$ cat src/rtl/calc_pkg.sv
// rtl/calc_pkg.sv - shared types and constants for the keypad debouncer
package calc_pkg;

  typedef enum logic [1:0] {
    IDLE,
    PRESS_WAIT,
    HELD,
    RELEASE_WAIT
  } debounce_state_t;

  localparam int KEY_W = 4;
  localparam int DEBOUNCE_DEFAULT = 41600;

endpackage

$ cat src/rtl/sync_2ff.sv
// rtl/sync_2ff.sv - two-flop synchroniser for asynchronous inputs
module sync_2ff #(
  parameter int WIDTH = 1
) (
  input  logic             clk_i,
  input  logic             reset_n,
  input  logic [WIDTH-1:0] d,
  output logic [WIDTH-1:0] q
);

  logic [WIDTH-1:0] meta;

  always_ff @(posedge clk_i or negedge reset_n) begin
    if (!reset_n) begin
      meta <= '0;
      q    <= '0;
    end else begin
      meta <= d;
      q    <= meta;
    end
  end

endmodule

$ cat src/rtl/button_debouncer.sv
// rtl/button_debouncer.sv - single-key debouncer with one-hot, index and press/release strobes
module button_debouncer
  import calc_pkg::*;
#(
  parameter int NUM_KEYS        = 16,
  parameter int DEBOUNCE_CYCLES = DEBOUNCE_DEFAULT,
  parameter int CNT_W           = 16
) (
  input  logic                        clk_i,
  input  logic                        reset_n,
  input  logic [NUM_KEYS-1:0]         button_i,
  output logic [NUM_KEYS-1:0]         buttons_o,
  output logic [$clog2(NUM_KEYS)-1:0] key_code_o,
  output logic                        press_o,
  output logic                        release_o,
  output logic                        busy_o
);

  localparam int CODE_W = $clog2(NUM_KEYS);
  localparam logic [CNT_W-1:0] CNT_LAST = CNT_W'(DEBOUNCE_CYCLES - 1);

  debounce_state_t     state;
  logic [NUM_KEYS-1:0] sync;
  logic [NUM_KEYS-1:0] cand;
  logic [CNT_W-1:0]    cnt;

  function automatic logic is_one_hot(input logic [NUM_KEYS-1:0] v);
    return (v != '0) && ((v & (v - NUM_KEYS'(1))) == '0);
  endfunction

  function automatic logic [CODE_W-1:0] key_index(input logic [NUM_KEYS-1:0] v);
    logic [CODE_W-1:0] idx;
    idx = '0;
    for (int i = 0; i < NUM_KEYS; i++) begin
      if (v[i]) idx = CODE_W'(i);
    end
    return idx;
  endfunction

  sync_2ff #(.WIDTH(NUM_KEYS)) u_sync (
    .clk_i  (clk_i),
    .reset_n(reset_n),
    .d      (button_i),
    .q      (sync)
  );

  assign busy_o = (state != IDLE);

  always_ff @(posedge clk_i or negedge reset_n) begin
    if (!reset_n) begin
      state      <= IDLE;
      cand       <= '0;
      cnt        <= '0;
      buttons_o  <= '0;
      key_code_o <= '0;
      press_o    <= 1'b0;
      release_o  <= 1'b0;
    end else begin
      press_o   <= 1'b0;
      release_o <= 1'b0;
      case (state)
        IDLE: begin
          if (is_one_hot(sync)) begin
            cand  <= sync;
            cnt   <= '0;
            state <= PRESS_WAIT;
          end
        end
        PRESS_WAIT: begin
          if (sync != cand) begin
            state <= IDLE;
          end else if (cnt == CNT_LAST) begin
            state      <= HELD;
            press_o    <= 1'b1;
            buttons_o  <= cand;
            key_code_o <= key_index(cand);
          end else begin
            cnt <= cnt + CNT_W'(1);
          end
        end
        HELD: begin
          if (sync != cand) begin
            cnt   <= '0;
            state <= RELEASE_WAIT;
          end
        end
        RELEASE_WAIT: begin
          // Release is only accepted once every key is up; any other chord restarts the wait.
          if (sync == cand) begin
            state <= HELD;
          end else if (sync == '0) begin
            if (cnt == CNT_LAST) begin
              state      <= IDLE;
              release_o  <= 1'b1;
              buttons_o  <= '0;
              key_code_o <= '0;
            end else begin
              cnt <= cnt + CNT_W'(1);
            end
          end else begin
            cnt <= '0;
          end
        end
        default: state <= IDLE;
      endcase
    end
  end

endmodule

$ cat config.mk
export PLATFORM = sky130hd
export DESIGN_NAME = button_debouncer
export DESIGN_NICKNAME = d
export VERILOG_FILES = /design/src/rtl/calc_pkg.sv /design/src/rtl/sync_2ff.sv /design/src/rtl/button_debouncer.sv
export SDC_FILE = /design/constraint.sdc
export NUM_CORES = 1
export LEC_CHECK = 0
export CAP_MARGIN = 20
export CORE_MARGIN = 3
export CORE_UTILIZATION = 51
export DETAILED_ROUTE_END_ITERATION = 6
export GPL_TIMING_DRIVEN = 0
export PLACE_DENSITY = 0.83
export SYNTH_ARGS = -nofsm -noshare
export SYNTH_HDL_FRONTEND = slang
export SYNTH_SLANG_ARGS = --single-unit
$ cat constraint.sdc
create_clock -name clk_i -period 2.9 [get_ports clk_i]
set_input_delay 0.58 -clock clk_i [delete_from_list [all_inputs] [get_ports clk_i]]
set_output_delay 0.58 -clock clk_i [all_outputs]
set_load 0.1 [all_outputs]
==> Word-level counts from Yosys, hierarchy flattened <==
Index checks and enable logic that the tools add are counted.
{ "classes": {"addsub": 2, "n_mux": 48, "reduce_logical": 11, "bitwise": 1, "n_eq_ne": 16} }
{ "ops": {"columns": ["cell", "count"], "rows": [
  ["$mux 16", 11],
  ["$mux 4", 19],
  ["$pmux 16 s4", 1],
  ["$logic_not 16->1", 2],
  ["$pmux 16 s2", 1],
  ["$add 16x1->16 const B", 1],
  ["$and 16x16->16", 1],
  ["$eq 16x16->1", 1],
  ["$eq 16x16->1 const B", 1],
  ["$ne 16x16->1", 1],
  ["$reduce_bool 16->1", 1],
  ["$sub 16x1->16 const B", 1],
  ["$mux 2", 7],
  ["$ne 2x2->1 const B", 7],
  ["$ne 3x3->1 const B", 3],
  ["$pmux 2 s4", 1],
  ["$pmux 4 s2", 1],
  ["$mux 1", 7],
  ["$reduce_and 6->1", 1],
  ["$reduce_and 5->1", 1],
  ["$eq 2x2->1 const B", 2],
  ["$reduce_and 4->1", 1],
  ["$reduce_bool 2->1", 2],
  ["$eq 2x1->1 const B", 1],
  ["3 further kinds", 3]
]} }
{ "word_totals": {"input_bits": 18, "output_inout_bits": 23, "regBits": 88, "elab_cells": 87} }

==> Depth between registers and ports, before layout <==
Gate-level depths: netlist of the first run.
{ "depth": {"depth_word": 18, "ltp_mapped": 9} }

==> By module <==
A second synthesis of the first run with hierarchy kept.
{ "hier_totals": {"hier_cells": 313, "hier_area_um2": 3681.0} }
{ "modules_own_cells": {"columns": ["module", "seq_area_each_um2", "n_inst", "cells_each", "area_each_um2"], "rows": [
  ["button_debouncer", 1401.3, 1, 281, 2880.3],
  ["sync_2ff", 800.8, 1, 32, 800.8]
]} }

==> Worst setup path after synthesis of the first run <==
No wires, ideal clock.
{ "synth_path": {"kind": "register -> register", "startpoint": "reg u_sync.q[0]", "endpoint": "reg cnt[14]", "required_ns": 2.781, "path_stages_with_launch": 9, "setup_ns": 0.119, "slack_ns": 0.145, "arrival_ns": 2.637, "cell_sequence": "dfrtp_1 > or4_1 > buf_6 > nor4_4 > mux2i_1 > or4_4 > buf_6 > a221o_1 > o21a_1"} }
{ "synth_via": {"elab_chain_cells": 6} }
{ "synth_rtl": {"columns": ["item", "line_no", "text"], "rows": [
  ["start, declared", "sync_2ff.sv:8", "output logic [WIDTH-1:0] q"],
  ["start signal, assigned", "sync_2ff.sv:19", "q <= meta;"],
  ["$sub 16x1->16", "button_debouncer.sv:28", "return (v != '0) && ((v & (v - NUM_KEYS'(1))) == '0);"],
  ["$and 16x16->16", "button_debouncer.sv:28", null],
  ["$logic_not 16->1", "button_debouncer.sv:28", null],
  ["$logic_and 1x1->1", "button_debouncer.sv:28", null],
  ["$ne 2x2->1 (no line)", null, null],
  ["$reduce_and 4->1 (no line)", null, null],
  ["end signal, assigned", "button_debouncer.sv:78", "cnt <= cnt + CNT_W'(1);"],
  ["end signal, assigned", "button_debouncer.sv:98", "cnt <= cnt + CNT_W'(1);"],
  ["end, declared", "button_debouncer.sv:25", "logic [CNT_W-1:0] cnt;"]
]} }
Parallel ways exist; a longest one is shown, timed or not. The select of a mux whose other input is x is not followed.
A chain may end at the register's enable or synchronous reset.

==> Worst setup path after layout of the first run <==
{ "layout_path": {"startpoint": "reg u_sync.q[3]", "endpoint": "reg cnt[14]"} }
Same word-level chain as after synthesis.

==> results of run 1 <==
critical path, stage by stage (launching register included):
cell and delay (ps):
dfrtp_2 450, or4_4 490, buf_6 150, nor4_4 390, mux2i_2 130, or4_4 620, a221o_1 370, o21a_1 100
final cells by class:
class	instances	area [sq um]
plain buffers	17	92.59
flip-flops and latches	88	2205
clock buffers	11	151.4
clock inverters	5	85.08
repair buffers	46	461.7
inverters	20	75.07
multi-input cells	257	1629
fillers	537	2585
well taps	99	123.9
synthesized netlist by cell type, drive strengths merged, types with 2 or more instances:
master and number:
o41ai 2, nand2 73, a41oi 3, a211oi 4
mux2i 19, xor2 17, o21ai 13, o2bb2a 3
nor4b 3, or3 2, nor4 11, o31ai 3
buf 7, a31oi 17, or4 8, nor3 5
nand2b 4, a21oi 13, nand4 6, clkbuf 11
and2 4, nand3 8, a21boi 3, inv 20
and3 2, mux2 4, dfrtp 88, a211o 2
nor2 13, or2 3, nor2b 3
flip-flops by register name (all words and copies together), names as in the netlist, named ones only:
register / count
key_code_o: 4
cand: 16
buttons_o: 16
press_o: 1
cnt: 16
release_o: 1
u_sync.q: 16
state: 1
u_sync.meta: 16
power breakdown:
part / internal, mW / switching [mW]
Clock: 0.540 / 0.433
Combinational: 0.0451 / 0.0488
Sequential: 1.25 / 0.0211
per-layer routing:
metal / track usage / up-vias
li1: - / 1463
met1: 0.2716 / 1491
met2: 0.3016 / 122
met3: 0.04567 / 14
met4: 0.09507 / 0
met5: 0 / -
final timing paths:
path	startpoint	endpoint	depth (start not counted)
setup / recovery	u_sync.q[3]$_DFF_PN0_	cnt[14]$_DFFE_PN0P_	7
hold / removal	reset_n	cnt[7]$_DFFE_PN0P_	1
setup reg to reg	u_sync.q[3]$_DFF_PN0_	cnt[14]$_DFFE_PN0P_	7
hold reg to reg	u_sync.meta[3]$_DFF_PN0_	u_sync.q[3]$_DFF_PN0_	0
max in group asynchronous	reset_n	u_sync.q[10]$_DFF_PN0_	2
min in group clk_i	u_sync.meta[3]$_DFF_PN0_	u_sync.q[3]$_DFF_PN0_	0
timing repair:
item	CTS	global route
resized for setup	7	19
pin swaps	2	1
endpoints found under the setup margin	47	40
setup buffers	1	4
logic make-up (layout without fill, tap and decap cells):
| family | Yosys count | count (layout) | synth area share |
|---|---|---|---|
| and+or+nand+nor | 148 | 148 | 0.1889 |
| AOI/OAI and AO/OA | 68 | 68 | 0.1125 |
| muxes | 23 | 23 | 0.05940 |
| DFF | 88 | 88 | 0.5561 |
| xor gates and xnor gates | 17 | 17 | 0.03760 |
| buffers and inverters | 38 | 99 | 0.04234 |
| adders and majority gates | 1 | 1 | 0.003159 |
placed cells by master (no fill, tap or decap), types with 3 or more instances in the layout:
cell type	netlist	final
a211oi_1	4	3
or2_2	3	3
clkbuf_8	0	11
mux2i_1	19	17
a21oi_1	13	13
a31oi_1	17	17
buf_2	2	3
o31ai_1	3	3
and2_1	4	4
or4_4	2	3
mux2_2	4	4
nor2_1	13	13
a21boi_0	3	3
clkbuf_1	11	5
a41oi_1	3	3
nor3_1	5	5
clkbuf_2	0	5
xor2_1	17	17
buf_4	2	7
nand4_1	6	6
nor4_1	9	9
o2bb2a_1	3	3
inv_1	20	20
or4_1	6	5
nand2b_1	4	4
dfrtp_1	88	86
nand2_1	73	72
o21ai_0	13	13
clkdlybuf4s50_1	0	38
nand3_1	8	8
nor4b_1	3	3
per-stage QoR:
| stage | setup TNS [ps] | setup slack (ps) | utilization | cell area [sq um] | hold WS (ps) |
|---|---|---|---|---|---|
| detailed placement | -1502 | -116.6 | 0.6087 | 4509 | 335.5 |
| floorplan | 0 | 144.6 | - | 3960 | 284.4 |
| finish | 0 | 102.9 | 0.6511 | 4823 | 178.6 |
| global placement | -149100 | -1692 | 0.6053 | 4484 | 331.8 |
| CTS | 0 | 5.594 | 0.6440 | 4771 | 182.7 |
| global route | 0 | 32.93 | 0.6511 | 4823 | 210.4 |
==> run_results.csv, run 1 <==
group,metric,value,unit
cells_and_area,num-nets-final,458,
routing,post-route-drc-count,0,
clock_tree,cts.root.buffer_cell,"clkbuf_8",
clock_tree,tritoncts_clock_tree,"built",
sta,slew_violations,0,
run,timing.max_cap.violations,0,
sta,post-route-period-util,0.9645,
floorplan,die_w,94.12,um
synthesis,ys_async_sr_fraction,1.000,
placed_design,numPlacedInstances,523,
sta,worst_clock_skew,12.10,ps
cells_and_area,layout-drive-gt1-share,0.1216,
power_and_ir_drop,report.power.total,2.337,mW
power_and_ir_drop,vdd_drop_max,0.3326,mV
synthesis,yosys_warnings,0,
power_and_ir_drop,power.static_leakage,2.190,nW
setup_path,required,3160,ps
global_route,grt_antenna_before_repair,0,
setup_path,regToRegSetupSlack,100,ps
cells_and_area,diodes,0,
setup_path,setup.worst_path.end_class,"flip-flop",
floorplan,initial_core_util,0.5345,
setup_path,cp-start-kind,"flip-flop",
run_status,outcome,"finished, final reports clean",
synthesis,net_count_of_the_mapped_netlist,402,
global_route,track_usage,0.1994,
hold_path,hold_path_class,"in -> async",
clock_tree,cts-buffers-inserted,9,
sta,worstMarginPinSlew,977.6,ps
floorplan,io_pins,41,
global_route,globalRouteOverflowTotal,0,
floorplan,die_area,8859,sq um
routing,routed-wl-met3,450,um
setup_path,worst_path_fanout_max,10,
routing,dr.max_layer_used,"met4",
synthesis,syn_avg_cell_area,10.34,sq um
sta,max-slew-margin-rel,0.3462,
synthesis,synth.yosys.seq_area_share,0.5561,
routing,met1Wirelength,3.763,mm
synthesis,yosys.area.top_type_share,0.5561,
routing,detailedRoute.firstPassIterationCount,5,
sta,setup-violations-final,0,
clock_tree,clk_pin_slew,80,ps
synthesis,synth_largest_area_cell,"dfrtp_1",
routing,detailroute.wirelength.met2,3.784,mm
floorplan,fp-row-count,31,
synthesis,number_of_library_cell_types_mapped_by_synthesis,46,
sta,timing_hold_violations_final,0,
cells_and_area,instances_no_fill,543,
placed_design,io_buffer_count,40,
sta,rsz0062_at_grt,"no",
placed_design,gp_congestion,0.8846,
routing,via_count,3090,
setup_path,crit_arrival,3060,ps
synthesis,synth_top_flop_cell,"dfrtp_1",
floorplan,floorplan.die.height,94.12,um
floorplan,core_region_area,7408,sq um
clock_tree,tritoncts_num_sinks,88,
placed_design,hpwl,5.563,mm
routing,ant_nets,0,
synthesis,post_synth_instance_area,3960,sq um
synthesis,postSynthCellCount,383,
clock_tree,insertion_delay,360,ps
routing,drt-vias-per-instance,5.691,
clock_tree,ctsLongestPathBuffers,2,
global_route,first_global_vias,2913,
setup_path,path_class,"reg -> reg",
routing,routed_wl,8.136,mm
routing,drt-wirelength-per-cell,14.98,um
global_route,grt_max_degree,50,
clock_tree,htree_levels,3,
synthesis,synth_enable_flop_cells,0,
sta,timing.final.crit_period,2797,ps
clock_tree,cts_hold_buffers,0,
sta,clock.fmax,357.5,MHz
cells_and_area,synthToLayoutAreaGrowth,21.80,%
routing,detail_route.iter0.violations,266,
synthesis,synth_top_cells_by_area,"dfrtp_1 (56%), nand2_1 (6.9%), mux2i_1 (4.8%), xor2_1 (3.8%), a31oi_1 (2.7%)",
power_and_ir_drop,cellPowerDensity,484.5,nW/um^2
synthesis,synth.ff_latch_count,88,
global_route,wire_length_of_the_first_global_routing_pass,13.79,mm
Note: power is estimated with default switching activity, not from simulation.
==> run 2: changes to the inputs <==
Settings changed: RECOVER_POWER from default to 50.
==> run_results.csv, run 2 (synthesis gave the netlist of run 1 again) <==
group,metric,value,unit
sta,clock.fmax,357.4,MHz
power_and_ir_drop,share_comb_of_total_power,0.038,
sta,setup-violations-final,0,
global_route,track_usage,0.1994,
global_route,grt_max_degree,50,
sta,rsz0062_at_grt,"no",
routing,drt-wirelength-per-cell,14.97,um
routing,routed_wl,8.129,mm
sta,timing.final.crit_period,2798,ps
floorplan,fp-row-count,31,
sta,hold-worst-slack,353.1,ps
sta,slew_violations,40,
cells_and_area,num-nets-final,458,
floorplan,io_pins,41,
clock_tree,clk_pin_slew,80,ps
routing,drt-vias-per-instance,5.772,
run_status,outcome,"finished, violations left",
clock_tree,cts.root.buffer_cell,"clkbuf_8",
global_route,use_met3,0.04567,
cells_and_area,diodes,0,
floorplan,die_area,8859,sq um
sta,worst_clock_skew,12.61,ps
cells_and_area,layout-drive-gt1-share,0.1194,
power_and_ir_drop,clock_network_fraction_of_total_power,0.417,
floorplan,floorplan.die.height,94.12,um
clock_tree,insertion_delay,360,ps
global_route,globalRouteOverflowTotal,0,
power_and_ir_drop,power.static_leakage,2.190,nW
cells_and_area,post-route-cell-area,4820,sq um
cells_and_area,final_cell_mix,"dfrtp_1 (86), nand2_1 (72), clkdlybuf4s50_1 (22)",
setup_path,path_class,"reg -> reg",
placed_design,hpwl,5.563,mm
setup_path,cp-start-kind,"flip-flop",
clock_tree,cts_hold_buffers,0,
run,timing.max_cap.violations,1,
floorplan,die_w,94.12,um
routing,detail_route.iter0.violations,263,
placed_design,preCtsSetupSlack,-116.6,ps
clock_tree,tritoncts_clock_tree,"built",
global_route,grtUsageMet1,0.2716,
setup_path,crit_arrival,3060,ps
placed_design,dpl_cell_area,4509,sq um
cells_and_area,layout_commonest_cell,"dfrtp_1",
hold_path,hold_path_class,"reg -> reg",
floorplan,core_region_area,7408,sq um
routing,post-route-drc-count,0,
power_and_ir_drop,power_switching,0.5035,mW
routing,ant_nets,0,
global_route,first_global_vias,2913,
routing,detailedRoute.firstPassIterationCount,4,
power_and_ir_drop,cellPowerDensity,484.1,nW/um^2
sta,post-route-period-util,0.9649,
clock_tree,tritoncts_num_sinks,88,
sta,post-route-worst-setup-slack,101.7,ps
global_route,grt_use_met2,0.3016,
sta,timing_hold_violations_final,0,
global_route,grt_antenna_before_repair,0,
clock_tree,ctsLongestPathBuffers,2,
global_route,highest_utilization_routing_layer_at_the_global_route_stage,"met2",
power_and_ir_drop,vdd_drop_max,0.3302,mV
sta,max-slew-margin-rel,-0.3786,
clock_tree,cts-buffers-inserted,9,
cells_and_area,synthToLayoutAreaGrowth,21.71,%
setup_path,required,3160,ps
floorplan,initial_core_util,0.5345,
power_and_ir_drop,switching_share,0.2158,
setup_path,setup.worst_path.end_class,"flip-flop",
routing,via_count,3134,
global_route,wire_length_of_the_first_global_routing_pass,13.79,mm
run_status,failed_checks,"capacitance limit, slew limit",
placed_design,gp_congestion,0.8846,
placed_design,io_buffer_count,40,
power_and_ir_drop,internal_power,1.830,mW
setup_path,worst_path_fanout_max,10,
sta,worstMarginPinSlew,2068,ps
power_and_ir_drop,p_seq_frac,0.545,
clock_tree,htree_levels,3,
==> run 2: final timing paths <==
check	startpoint	end	slack (ps)	depth (start not counted)
worst max-delay path	u_sync.q[3]$_DFF_PN0_	cnt[14]$_DFFE_PN0P_	100	7
worst max register to register	u_sync.q[3]$_DFF_PN0_	cnt[14]$_DFFE_PN0P_	100	7
min in group asynchronous	reset_n	cnt[7]$_DFFE_PN0P_	800	1
max in group asynchronous	reset_n	u_sync.q[3]$_DFF_PN0_	750	1
worst min register to register	u_sync.meta[3]$_DFF_PN0_	u_sync.q[3]$_DFF_PN0_	350	0
worst min-delay path	u_sync.meta[3]$_DFF_PN0_	u_sync.q[3]$_DFF_PN0_	350	0
==> run 2: power groups by stage <==
stage / Sequential [mW] / Clock, mW / Combinational [mW]
after detailed placement: 1.29 / 0 / 0.0874
after floorplan: 1.29 / 0 / 0.0315
after CTS: 1.27 / 0.993 / 0.0893
final: 1.27 / 0.973 / 0.0892
after global placement: 1.29 / 0 / 0.0806
after global routing: 1.27 / 1.05 / 0.100
==> run 2: layout make-up <==
cell class / count / area [sq um]
inverter: 20 / 75.07
sequential: 88 / 2205
tap: 99 / 123.9
buffer: 17 / 92.59
timing repair buffer: 46 / 457.9
fill: 537 / 2589
clock inverter: 5 / 85.08
multi-input combinational: 257 / 1629
clock buffer: 11 / 151.4
==> run 2: timing repair <==
item                                    CTS  global route
resized for setup                         7            19
buffers inserted                          1             4
endpoints found under the setup margin   47            40
gates cloned                              0             0
pin swaps                                 2             1
==> run 2: worst max-delay path, stage by stage (launching register included) <==
cell and delay, ps:
dfrtp_2 450, or4_4 490, buf_6 150, nor4_4 390, mux2i_2 130, or4_4 620
a221o_1 370, o21a_1 100
==> run 2: layer usage <==
layer / up-vias / wire length [um]
li1: 1464 / -
met1: 1509 / 3753
met2: 139 / 3727
met3: 22 / 474
met4: 0 / 174
met5: - / 0
==> run 2: through the flow <==
step / instances / total power [mW] / util / TNS, ps
after floorplan: 383 / 1.320 / - / 0
after global placement: 522 / 1.374 / 0.6053 / -149100
after detailed placement: 523 / 1.382 / 0.6087 / -1502
after CTS: 540 / 2.353 / 0.6440 / 0
after global routing: 543 / 2.424 / 0.6506 / 0
final: 543 / 2.333 / 0.6506 / 0
==> run 3: changes to the inputs <==
Settings changed: CELL_PAD_IN_SITES_DETAIL_PLACEMENT from default to 0, CELL_PAD_IN_SITES_GLOBAL_PLACEMENT from default to 1, CORE_UTILIZATION 51 to 40, PLACE_DENSITY 0.83 to 0.82, REMOVE_ABC_BUFFERS from default to 1.
==> run_results.csv, run 3 (synthesis gave the netlist of run 1 again) <==
group,metric,value,unit
placed_design,numPlacedInstances,535,
clock_tree,cts-buffers-inserted,9,
setup_path,path_class,"reg -> reg",
placed_design,io_buffer_count,40,
floorplan,die_area,11130,sq um
cells_and_area,synthToLayoutAreaGrowth,20.73,%
sta,worstMarginPinSlew,2164,ps
floorplan,initial_core_util,0.4206,
placed_design,gp_congestion,0.8499,
sta,clock.fmax,356.2,MHz
setup_path,reg2reg_to,"cnt[14]$_DFFE_PN0P_",
run,timing.max_cap.violations,1,
routing,drt-wirelength-per-cell,13.89,um
run_status,failed_checks,"capacitance limit, slew limit",
cells_and_area,layout_commonest_cell,"dfrtp_1",
run_status,outcome,"finished, violations left",
placed_design,hpwl,5.327,mm
sta,rsz0062_at_grt,"no",
routing,detailedRoute.firstPassIterationCount,4,
global_route,grt_max_degree,49,
sta,timing_hold_violations_final,0,
setup_path,regToRegSetupSlack,90,ps
cells_and_area,num-nets-final,442,
global_route,globalRouteOverflowTotal,0,
clock_tree,insertion_delay,370,ps
floorplan,die_w,105.5,um
clock_tree,htree_levels,3,
setup_path,required,3160,ps
floorplan,io_pins,41,
power_and_ir_drop,report.power.total,2.268,mW
clock_tree,tritoncts_num_sinks,88,
power_and_ir_drop,vdd_drop_max,0.2595,mV
routing,via_count,2939,
floorplan,fp-row-count,35,
hold_path,worstHoldStart,"u_sync.meta[8]$_DFF_PN0_",
routing,drt-vias-per-instance,5.276,
setup_path,reg2reg_from,"u_sync.q[5]$_DFF_PN0_",
sta,timing.final.crit_period,2807,ps
cells_and_area,utilization,0.5078,
clock_tree,cts_hold_buffers,0,
global_route,grt_antenna_before_repair,0,
floorplan,core_region_area,9415,sq um
cells_and_area,layout-drive-gt1-share,0.09813,
global_route,first_global_vias,2773,
hold_path,hold_path_class,"reg -> reg",
cells_and_area,diodes,0,
sta,worst_clock_skew,16.99,ps
routing,ant_nets,0,
floorplan,floorplan.die.height,105.5,um
sta,slew_violations,41,
sta,max-slew-margin-rel,-0.4429,
clock_tree,clk_pin_slew,90,ps
global_route,track_usage,0.1483,
setup_path,crit_arrival,3060,ps
setup_path,setup.worst_path.end_class,"flip-flop",
clock_tree,ctsLongestPathBuffers,2,
routing,routed_wl,7.738,mm
power_and_ir_drop,power.static_leakage,2.136,nW
setup_path,crit_path_start,"u_sync.q[5]$_DFF_PN0_",
hold_path,whs_path_depth,0,
clock_tree,cts.root.buffer_cell,"clkbuf_8",
cells_and_area,filler_cell_count,848,
setup_path,worst_path_fanout_max,9,
setup_path,cp-start-kind,"flip-flop",
hold_path,worstHoldEndpoint,"u_sync.q[8]$_DFF_PN0_",
clock_tree,tritoncts_clock_tree,"built",
cells_and_area,final_cell_mix,"dfrtp_1 (88), nand2_1 (72), clkdlybuf4s50_1 (22)",
sta,post-route-period-util,0.9681,
setup_path,r2r_cells,6,
sta,setup-violations-final,0,
routing,post-route-drc-count,0,
power_and_ir_drop,cellPowerDensity,474.3,nW/um^2
global_route,wire_length_of_the_first_global_routing_pass,13.35,mm
cells_and_area,instances_no_fill,557,
routing,detail_route.iter0.violations,158,
[run 3: how the worst max path moves through the flow]
stage                           endpoint  slack [ps]  cells after the start
4_1_cts              cnt[14]$_DFFE_PN0P_          20                      6
3_5_place_dp   key_code_o[0]$_DFFE_PN0P_       -1520                      6
2_1_floorplan  key_code_o[0]$_DFFE_PN0P_        -680                      6
5_1_grt              cnt[14]$_DFFE_PN0P_           7                      6
3_3_place_gp   buttons_o[12]$_DFFE_PN0P_       -1790                      1
6_report             cnt[14]$_DFFE_PN0P_          90                      6
[run 3: critical path, cell delays in order, from the launching register on]
cell,delay [ps]
dfrtp_1,520
or4_4,630
nor4_4,370
mux2i_1,190
or4_4,530
a221o_1,370
o21a_1,100
[run 3: metal layers]
layer,part of all wire,wire [um],track usage,vias up
met3,0.042,323,0.03246,12
met5,0,0,0,-
li1,-,-,-,1427
met1,0.50,3833,0.2137,1437
met2,0.44,3433,0.2145,63
met4,0.019,148,0.06568,0
[run 3: cell type report]
class                           instances  area, sq um  area share
Sequential cell                        88         2202      0.4606
Multi-Input combinational cell        257         1660      0.3473
Timing Repair Buffer                   47        465.4     0.09736
Tap cell                              129        161.4     0.03376
Clock buffer                            9        123.9     0.02591
Clock inverter                          7        92.59     0.01937
Inverter                               20        75.07     0.01570
[run 3: timing repair]
item                                    CTS  global route
gates resized for setup                  10             5
buffers inserted                          3             3
pin swaps                                 1             2
endpoints found under the hold margin     0             0
endpoints found under the setup margin   54            23
[run 3: per-stage QoR]
| stage | setup WS (ps) | instance area [sq um] | hold WS, ps | TNS, ps |
|---|---|---|---|---|
| after floorplan | -676.1 | 3867 | 284.4 | -10130 |
| after global placement | -1786 | 4429 | 333.5 | -191530 |
| after detailed placement | -1521 | 4463 | 334.7 | -31150 |
| after CTS | 17.14 | 4740 | 186.4 | 0 |
| after global routing | 6.597 | 4781 | 364.8 | 0 |
| final | 92.52 | 4781 | 354.4 | 0 |
[run 3: report_power, final]
group | total, mW | internal, mW | switching, mW
sequential | 1.28 | 1.25 | 0.0273
combinational | 0.0754 | 0.0344 | 0.0410
clock | 0.915 | 0.428 | 0.487
